[src/rtl/aes_ctrl_pkg.sv]
// Shared types and constants for the AES serial sequencing controller.
// Holds the controller state enum, sticky error codes and default
// serial lengths used by aes_spi_ctrl and aes_ctrl_bit_counter.
package aes_ctrl_pkg;

  localparam int unsigned KEY_BITS_DEF   = 256;
  localparam int unsigned BLOCK_BITS_DEF = 128;
  localparam int unsigned IDX_W          = 8;   // bit_idx width
  localparam int unsigned LIM_W          = 9;   // wide enough to hold 256
  localparam int unsigned ERR_W          = 2;

  localparam logic [ERR_W-1:0] ERR_NONE       = 2'd0;
  localparam logic [ERR_W-1:0] ERR_SHORT_LOAD = 2'd1;
  localparam logic [ERR_W-1:0] ERR_TIMEOUT    = 2'd2;
  localparam logic [ERR_W-1:0] ERR_SHORT_READ = 2'd3;

  typedef enum logic [2:0] {
    ST_IDLE,
    ST_LOAD,
    ST_LOAD_END,
    ST_START,
    ST_WAIT,
    ST_READY,
    ST_SHIFT
  } state_t;

endpackage

[src/rtl/aes_ctrl_bit_counter.sv]
// Bit index counter shared by the serial load and result shift phases.
// Ports: clk, rst (sync, active-high); clr zeroes the index, inc advances
// it; limit is the phase length in bits; cnt is the registered index;
// last_c flags that cnt sits on the final bit (limit-1). The index never
// wraps: it holds at limit-1 until the next clr.
module aes_ctrl_bit_counter
  import aes_ctrl_pkg::*;
(
  input  logic             clk,
  input  logic             rst,
  input  logic             clr,
  input  logic             inc,
  input  logic [LIM_W-1:0] limit,
  output logic [IDX_W-1:0] cnt,
  output logic             last_c
);

  assign last_c = ({1'b0, cnt} == (limit - LIM_W'(1)));

  // Saturating index register
  always_ff @(posedge clk) begin
    if (rst) begin
      cnt <= '0;
    end else if (clr) begin
      cnt <= '0;
    end else if (inc && !last_c) begin
      cnt <= cnt + IDX_W'(1);
    end
  end

endmodule

[src/rtl/aes_spi_ctrl.sv]
// Sequencing controller between the serial host interface and the AES core.
// Counts the KEY_BITS serial load bits, pulses core_start once, waits for
// core_done, then gates the BLOCK_BITS result shift-out.
// Ports: clk, rst (sync, active-high), cs (host window), core_done (core
// completion pulse); outputs load_en, shift_en, bit_idx, core_start,
// result_ready, busy, err (sticky: 0 none, 1 short load, 2 timeout,
// 3 short read). All outputs are registered.
// Build option AES_CTRL_TIMEOUT_EN: adds the TIMEOUT parameter and a WAIT
// cycle counter that aborts with err=2 when core_done never arrives.
module aes_spi_ctrl
  import aes_ctrl_pkg::*;
#(
  parameter int unsigned KEY_BITS   = KEY_BITS_DEF,
  parameter int unsigned BLOCK_BITS = BLOCK_BITS_DEF
`ifdef AES_CTRL_TIMEOUT_EN
  ,
  parameter int unsigned TIMEOUT    = 1024
`endif
) (
  input  logic             clk,
  input  logic             rst,
  input  logic             cs,
  input  logic             core_done,
  output logic             load_en,
  output logic             shift_en,
  output logic [IDX_W-1:0] bit_idx,
  output logic             core_start,
  output logic             result_ready,
  output logic             busy,
  output logic [ERR_W-1:0] err
);

  state_t           state;
  state_t           state_nxt;
  logic [ERR_W-1:0] err_nxt;
  logic             cnt_clr;
  logic             cnt_inc;
  logic             last_c;
  logic [LIM_W-1:0] limit;
  logic             tmo_hit_c;

  // One counter serves both phases; only the length differs
  assign limit = (state == ST_SHIFT) ? LIM_W'(BLOCK_BITS) : LIM_W'(KEY_BITS);

  aes_ctrl_bit_counter u_bit_counter (
    .clk    (clk),
    .rst    (rst),
    .clr    (cnt_clr),
    .inc    (cnt_inc),
    .limit  (limit),
    .cnt    (bit_idx),
    .last_c (last_c)
  );

`ifdef AES_CTRL_TIMEOUT_EN
  localparam int unsigned TMO_W = (TIMEOUT > 1) ? $clog2(TIMEOUT) : 1;
  logic [TMO_W-1:0] tmo_cnt;

  // Counts cycles spent in WAIT; restarts whenever WAIT is left
  always_ff @(posedge clk) begin
    if (rst || (state != ST_WAIT)) begin
      tmo_cnt <= '0;
    end else begin
      tmo_cnt <= tmo_cnt + TMO_W'(1);
    end
  end

  assign tmo_hit_c = (tmo_cnt == TMO_W'(TIMEOUT - 1));
`else
  assign tmo_hit_c = 1'b0;
`endif

  // State and registered Moore outputs, decoded from the next state
  always_ff @(posedge clk) begin
    if (rst) begin
      state        <= ST_IDLE;
      err          <= ERR_NONE;
      load_en      <= 1'b0;
      shift_en     <= 1'b0;
      core_start   <= 1'b0;
      result_ready <= 1'b0;
      busy         <= 1'b0;
    end else begin
      state        <= state_nxt;
      err          <= err_nxt;
      load_en      <= (state_nxt == ST_LOAD);
      shift_en     <= (state_nxt == ST_SHIFT);
      core_start   <= (state_nxt == ST_START);
      result_ready <= (state_nxt == ST_READY);
      busy         <= (state_nxt != ST_IDLE);
    end
  end

  // Next-state, error and counter control
  always_comb begin
    state_nxt = state;
    err_nxt   = err;
    cnt_clr   = 1'b0;
    cnt_inc   = 1'b0;
    case (state)
      ST_IDLE: begin
        if (cs) begin
          state_nxt = ST_LOAD;
          err_nxt   = ERR_NONE;
          cnt_clr   = 1'b0 | 1'b1;
        end
      end
      ST_LOAD: begin
        // Final bit already captured: cs low here is a complete load
        if (last_c) begin
          state_nxt = cs ? ST_LOAD_END : ST_START;
        end else if (cs) begin
          cnt_inc = 1'b1;
        end else begin
          state_nxt = ST_IDLE;
          err_nxt   = ERR_SHORT_LOAD;
        end
      end
      ST_LOAD_END: begin
        if (!cs) begin
          state_nxt = ST_START;
        end
      end
      ST_START: begin
        state_nxt = ST_WAIT;
      end
      ST_WAIT: begin
        // core_done takes priority over an expiring timeout
        if (core_done) begin
          state_nxt = ST_READY;
        end else if (tmo_hit_c) begin
          state_nxt = ST_IDLE;
          err_nxt   = ERR_TIMEOUT;
        end
      end
      ST_READY: begin
        if (cs) begin
          state_nxt = ST_SHIFT;
          cnt_clr   = 1'b1;
        end
      end
      ST_SHIFT: begin
        if (last_c) begin
          state_nxt = ST_IDLE;
        end else if (cs) begin
          cnt_inc = 1'b1;
        end else begin
          state_nxt = ST_IDLE;
          err_nxt   = ERR_SHORT_READ;
        end
      end
      default: begin
        state_nxt = ST_IDLE;
      end
    endcase
  end

endmodule

[config.mk]
export PLATFORM = sky130hd
export DESIGN_NAME = aes_spi_ctrl
export DESIGN_NICKNAME = d
export VERILOG_FILES = /design/src/rtl/aes_ctrl_pkg.sv /design/src/rtl/aes_ctrl_bit_counter.sv /design/src/rtl/aes_spi_ctrl.sv
export SDC_FILE = /design/constraint.sdc
export NUM_CORES = 1
export LEC_CHECK = 0
export BUFFER_PORTS_ARGS = -buffer_cell sky130_fd_sc_hd__buf_2
export CAP_MARGIN = 5
export CORE_ASPECT_RATIO = 1.5
export CORE_UTILIZATION = 35
export CTS_CLUSTER_DIAMETER = 60
export DETAILED_ROUTE_END_ITERATION = 6
export GPL_TIMING_DRIVEN = 1
export PLACE_DENSITY = 0.53
export REMOVE_ABC_BUFFERS = 1
export SETUP_SLACK_MARGIN = 0.3
export SYNTH_ARGS = -nofsm -noshare
export SYNTH_HDL_FRONTEND = slang
export SYNTH_SLANG_ARGS = --single-unit
[constraint.sdc]
create_clock -name clk -period 1.5 [get_ports clk]
set_clock_uncertainty 0.05 [all_clocks]
set_input_delay 0.075 -clock clk [delete_from_list [all_inputs] [get_ports clk]]
set_output_delay 0.075 -clock clk [all_outputs]
set_load 0.05 [all_outputs]
; Yosys cells after proc, flatten, opt, wreduce, memory -nomap -nowiden
; Index checks and enable logic that the tools add are counted.
[word_totals]
regBits = 18
in_bits = 4
elab_cells = 55
[classes]
n_addsub = 2
n_eq_ne = 16
mux = 20
n_reduce_logical = 9
[op_table]
columns = op, n
row1 = $mux 3, 7
row2 = $pmux 3 s7, 1
row3 = $eq 3x3->1 const B, 5
row4 = $mux 2, 5
row5 = $ne 2x2->1 const B, 5
row6 = $eq 3x2->1 const B, 3
row7 = $eq 8x9->1, 1
row8 = $mux 9, 1
row9 = $sub 9x1->9 const B, 1
row10 = $add 8x1->8 const B, 1
row11 = $eq 3x1->1 const B, 2
row12 = $pmux 2 s3, 1
row13 = $reduce_and 6->1, 1
row14 = $reduce_bool 3->1, 2
row15 = $reduce_or 2->1, 3
row16 = $mux 1, 5
row17 = $logic_not 3->1, 1
row18 = $logic_and 1x1->1, 1
row19 = $logic_not 1->1, 1

; Depth between registers and ports, before layout
[depth]
ltp_word = 7
depth_mapped = 6

; Cells and area by module
; Synthesis repeated with hierarchy kept, for this count alone.
[hier_totals]
cells_unflattened = 154
area_unflattened_um2 = 1282.5
[modules_own_cells]
columns = module, instances, cells_each, area_per_inst_um2, seq_area_each_um2
row1 = aes_ctrl_bit_counter, 1, 93, 721.9, 160.2
row2 = aes_spi_ctrl, 1, 61, 560.5, 200.2

; Worst setup path after synthesis
; Ideal clock, no wire load.
[synth_timing]
path_type = register -> register
from = register u_bit_counter.cnt[0]
to = register load_en
setup_ns = 0.131
arrival_ns = 1.908
required_time_ns = 1.319
path_slack_ns = -0.589
stages_incl_launch_ff = 6
n_path_buf = 0
path_cell_list = dfxtp_1 > ha_1 > nand3_1 > o21a_4 > o41ai_4 > nor3_1
[synth_via]
elab_chain_cells = 4
word_cells_on_any_way = 5
cone_classes = eq/ne: 2 / mux: 3
[synth_lines]
columns = element, line
row1 = start: declaration, aes_ctrl_bit_counter.sv:14  ; output logic [IDX_W-1:0] cnt,
row2 = start signal: assignment, aes_ctrl_bit_counter.sv:27  ; cnt <= cnt + IDX_W'(1);
row3 = $eq 8x9->1 (*), aes_ctrl_bit_counter.sv:18  ; assign last_c = ({1'b0, cnt} == (limit - LIM_W'(1)));
row4 = "$mux 3, on equally long branches", "aes_spi_ctrl.sv:143, aes_spi_ctrl.sv:110"
row5 = $pmux 3 s7 (*), aes_spi_ctrl.sv:100  ; case (state)
row6 = $eq 3x1->1 (*), aes_spi_ctrl.sv:86  ; load_en <= (state_nxt == ST_LOAD);
row7 = end signal: assignment, aes_spi_ctrl.sv:86
row8 = end: declaration, aes_spi_ctrl.sv:24  ; output logic load_en,
; Every way passes the cells marked *; elsewhere a longest branch is shown, timed or not.
; A chain may end at the register's enable or synchronous reset.

; Final worst setup path
[layout_timing]
from = register u_bit_counter.cnt[0]
to = register u_bit_counter.cnt[7]
[layout_via]
elab_chain_cells = 4
word_cells_on_any_way = 6
cone_classes = add/sub: 1 / eq/ne: 1 / mux: 2 / reduce/logical: 2
[layout_lines]
columns = element
row1 = branches (longest 4 deep; another with $add 8x1->8)
; Several ways; the timed one is not identified.

==> results.cfg <==
[final_layout]
n_antenna_cell = 0
drive_above_1_share = 0.617
areaGrowthSynthToFinish_pct = 63.2
nets = 186
stdcell_count = 219
final_util = 0.605

[placed_design]
dp_cells = 208
hpwl_um = 2240
place_congestion = 0.837
port_buffers = 18

[worst_setup_path]
crit_slowest_cell = dfxtp_2
critical_path_class = flip-flop to flip-flop
crit_required_ns = 1.64
worst-path-buf-inv = 1
cp-end-kind = flip-flop
crit_chain = ha_4 > nand3b_1 > o2111ai_2 > buf_4 > a211oi_2 > mux2i_1
crit_path_max_fanout = 4
r2r-end = u_bit_counter.cnt[7]
start_kind = flip-flop
arrival_ns = 1.74
rr_worst_depth = 6
reg2reg_from = u_bit_counter.cnt[0]
regToRegSetupSlack_ns = -0.10
crit_family = compound AO/OA/AOI/OAI gates
slowest_delay_ns = 0.34

[timing]
hold_violations = 0
slew_headroom = 0.642
rsz0062_at_grt = yes
clock.fmax_mhz = 624
finalMaxSlewViolations = 0
setup_viol = 14
final.period_utilization = 1.07
timing.final.ws_setup_ns = -0.103
worst_pin_slew_ns = 0.536
period_needed_ns = 1.60

[global_route]
grt-ovfl-total = 0
antenna_found_initial = 0
grtUsageTotal = 0.217
grt_max_degree = 14
grt_pass1_wl_um = 5270
grt_pass1_vias = 1186

[outcome]
status = finished with violations
violations = setup timing

[logic_synthesis]
synth_cells = 122
synth-async-reset-ratio = 0
ys_types = 45
netlist_area_um2 = 1090
avgSynthCellArea_um2 = 8.94
ys_ff_latch = 18
ys.flop_type = dfxtp_1
ys_seq_area_frac = 0.330
yosysWarnings = 0
synth_edf_count = 0

[worst_hold_path]
hold-path-endpoint = err[0]
min_from = rst
worstHoldPathType = input port to flip-flop
holdPathStages = 3

[drt]
antenna_left = 0
drtPass1Iterations = 4
drt-total-wl_um = 3360
wire_per_inst_um = 15.4
drcViolationCount = 0
viasPerCell = 5.47
drt_iter0_drc = 28
vias = 1199

[floorplan]
dieArea_um2 = 3350
core_um2 = 2940
ios = 19
num_rows = 24
start_util = 0.371
die_h_um = 70.4
die_w_um = 47.6

[power_and_ir_drop]
power_mw = 1.03
vdd_ir_drop_max_v = 0.000480
powerDensity_nw_per_um2 = 580
leakagePower_nw = 0.712

[clocking]
cts_tree = built
ctsLongestPathBuffers = 2
cts_root_buf = clkbuf_8
path_clk_slew_ns = 0.07
clock-sinks = 18
h-tree-depth = 1
numCtsBuffers = 3
clk_latency_ns = 0.26

[run]
maxCapViolCount = 0
## metrics by stage
step / hold slack (ns) / setup TNS (ns) / cell area, µm² / setup WS, ns
4_1_cts: 0.137 / -0.312 / 1700 / -0.0477
3_5_place_dp: 0.404 / -1.81 / 1460 / -0.176
2_1_floorplan: 0.191 / -7.71 / 1050 / -0.589
3_3_place_gp: 0.391 / -1.69 / 1460 / -0.210
5_1_grt: 0.145 / -1.38 / 1780 / -0.143
6_report: 0.147 / -0.658 / 1780 / -0.103
## tightest hold or removal path, stage by stage
cell	delay, ns
buf_2	0.15
a21oi_1	0.08
o21a_1	0.10
## synthesized netlist by cell type (all sizes together) (2+ instances only)
cell | count | area share
dfxtp | 18 | 0.33
a21oi | 9 | 0.041
nand2 | 9 | 0.031
nand2b | 8 | 0.046
buf | 7 | 0.039
mux2i | 7 | 0.064
nand3 | 6 | 0.028
o21ai | 5 | 0.023
inv | 4 | 0.014
nor2 | 4 | 0.014
a31oi | 3 | 0.017
nor2b | 3 | 0.017
nor3 | 3 | 0.014
nor4 | 3 | 0.017
a211oi | 2 | 0.014
a31o | 2 | 0.016
and2 | 2 | 0.011
nand3b | 2 | 0.014
nand4 | 2 | 0.025
o21a | 2 | 0.021
## cells by family after synthesis
group	share of synthesized area
AOI/OAI and AO/OA	0.249
xor gates and xnor gates	0.0161
adders and majority gates	0.0115
muxes	0.0642
DFF	0.330
buffers and inverters	0.0527
and+or+nand+nor	0.276
## placed cells by master (no fill, tap or decap), types with 2 or more instances in the layout
cell type	netlist	layout
nand3b_1	2	2
nand3_1	6	4
o21ai_2	0	5
nor2_1	4	4
a31o_2	2	2
a31oi_1	3	3
buf_6	0	6
clkbuf_4	0	2
dfxtp_4	0	3
dfxtp_2	0	5
a21oi_1	9	3
dfxtp_1	18	10
nand2_1	9	9
mux2i_1	7	7
nor4_2	0	2
a21oi_2	0	4
buf_4	3	38
buf_2	4	15
inv_1	4	4
a21oi_4	0	2
clkbuf_8	0	4
nand2b_1	8	7
nor2b_1	3	2
## timing repair
action,4_1_cts,5_1_grt
hold buffers,0,0
pin swaps,15,15
buffers inserted,4,3
resized for setup,45,15
endpoints found under the setup margin,18,21
gates cloned,0,0
## registers in the layout, summed over array words and instances (netlist names)
name	flops
load_en	1
result_ready	1
u_bit_counter.cnt	8
state	3
core_start	1
shift_en	1
busy	1
err	2
## cell type report
type,instances,area [µm²]
sequential,18,378
clock buffer,4,55.1
inverter,4,15.0
timing repair buffer,61,443
tap,39,48.8
multi-input combinational,93,841
fill,286,1160
## worst max path at each step
stage                         start              endpoint  slack, ns  cells past startpoint
6_report       u_bit_counter.cnt[0]  u_bit_counter.cnt[7]      -0.10                      6
4_1_cts        u_bit_counter.cnt[1]            core_start      -0.05                      7
2_1_floorplan  u_bit_counter.cnt[0]               load_en      -0.59                      5
3_5_place_dp               state[0]              shift_en      -0.18                      6
5_1_grt        u_bit_counter.cnt[1]  u_bit_counter.cnt[7]      -0.14                      6
3_3_place_gp               state[0]              shift_en      -0.21                      6
## where the power goes
part           internal, mW  leakage, nW  switching, mW
registers             0.482        0.151        0.00654
clock network         0.233       0.0288          0.168
logic                0.0575        0.532         0.0858
total                 0.773        0.712          0.260
## routing by layer
layer	track usage	vias to the layer above	wire, µm
met4	0.0864	0	67
li1	-	570	-
met5	0	-	0
met1	0.224	586	1220
met3	0.0233	6	132
met2	0.405	37	1950
No activity file was read; power rests on OpenSTA's default activity.
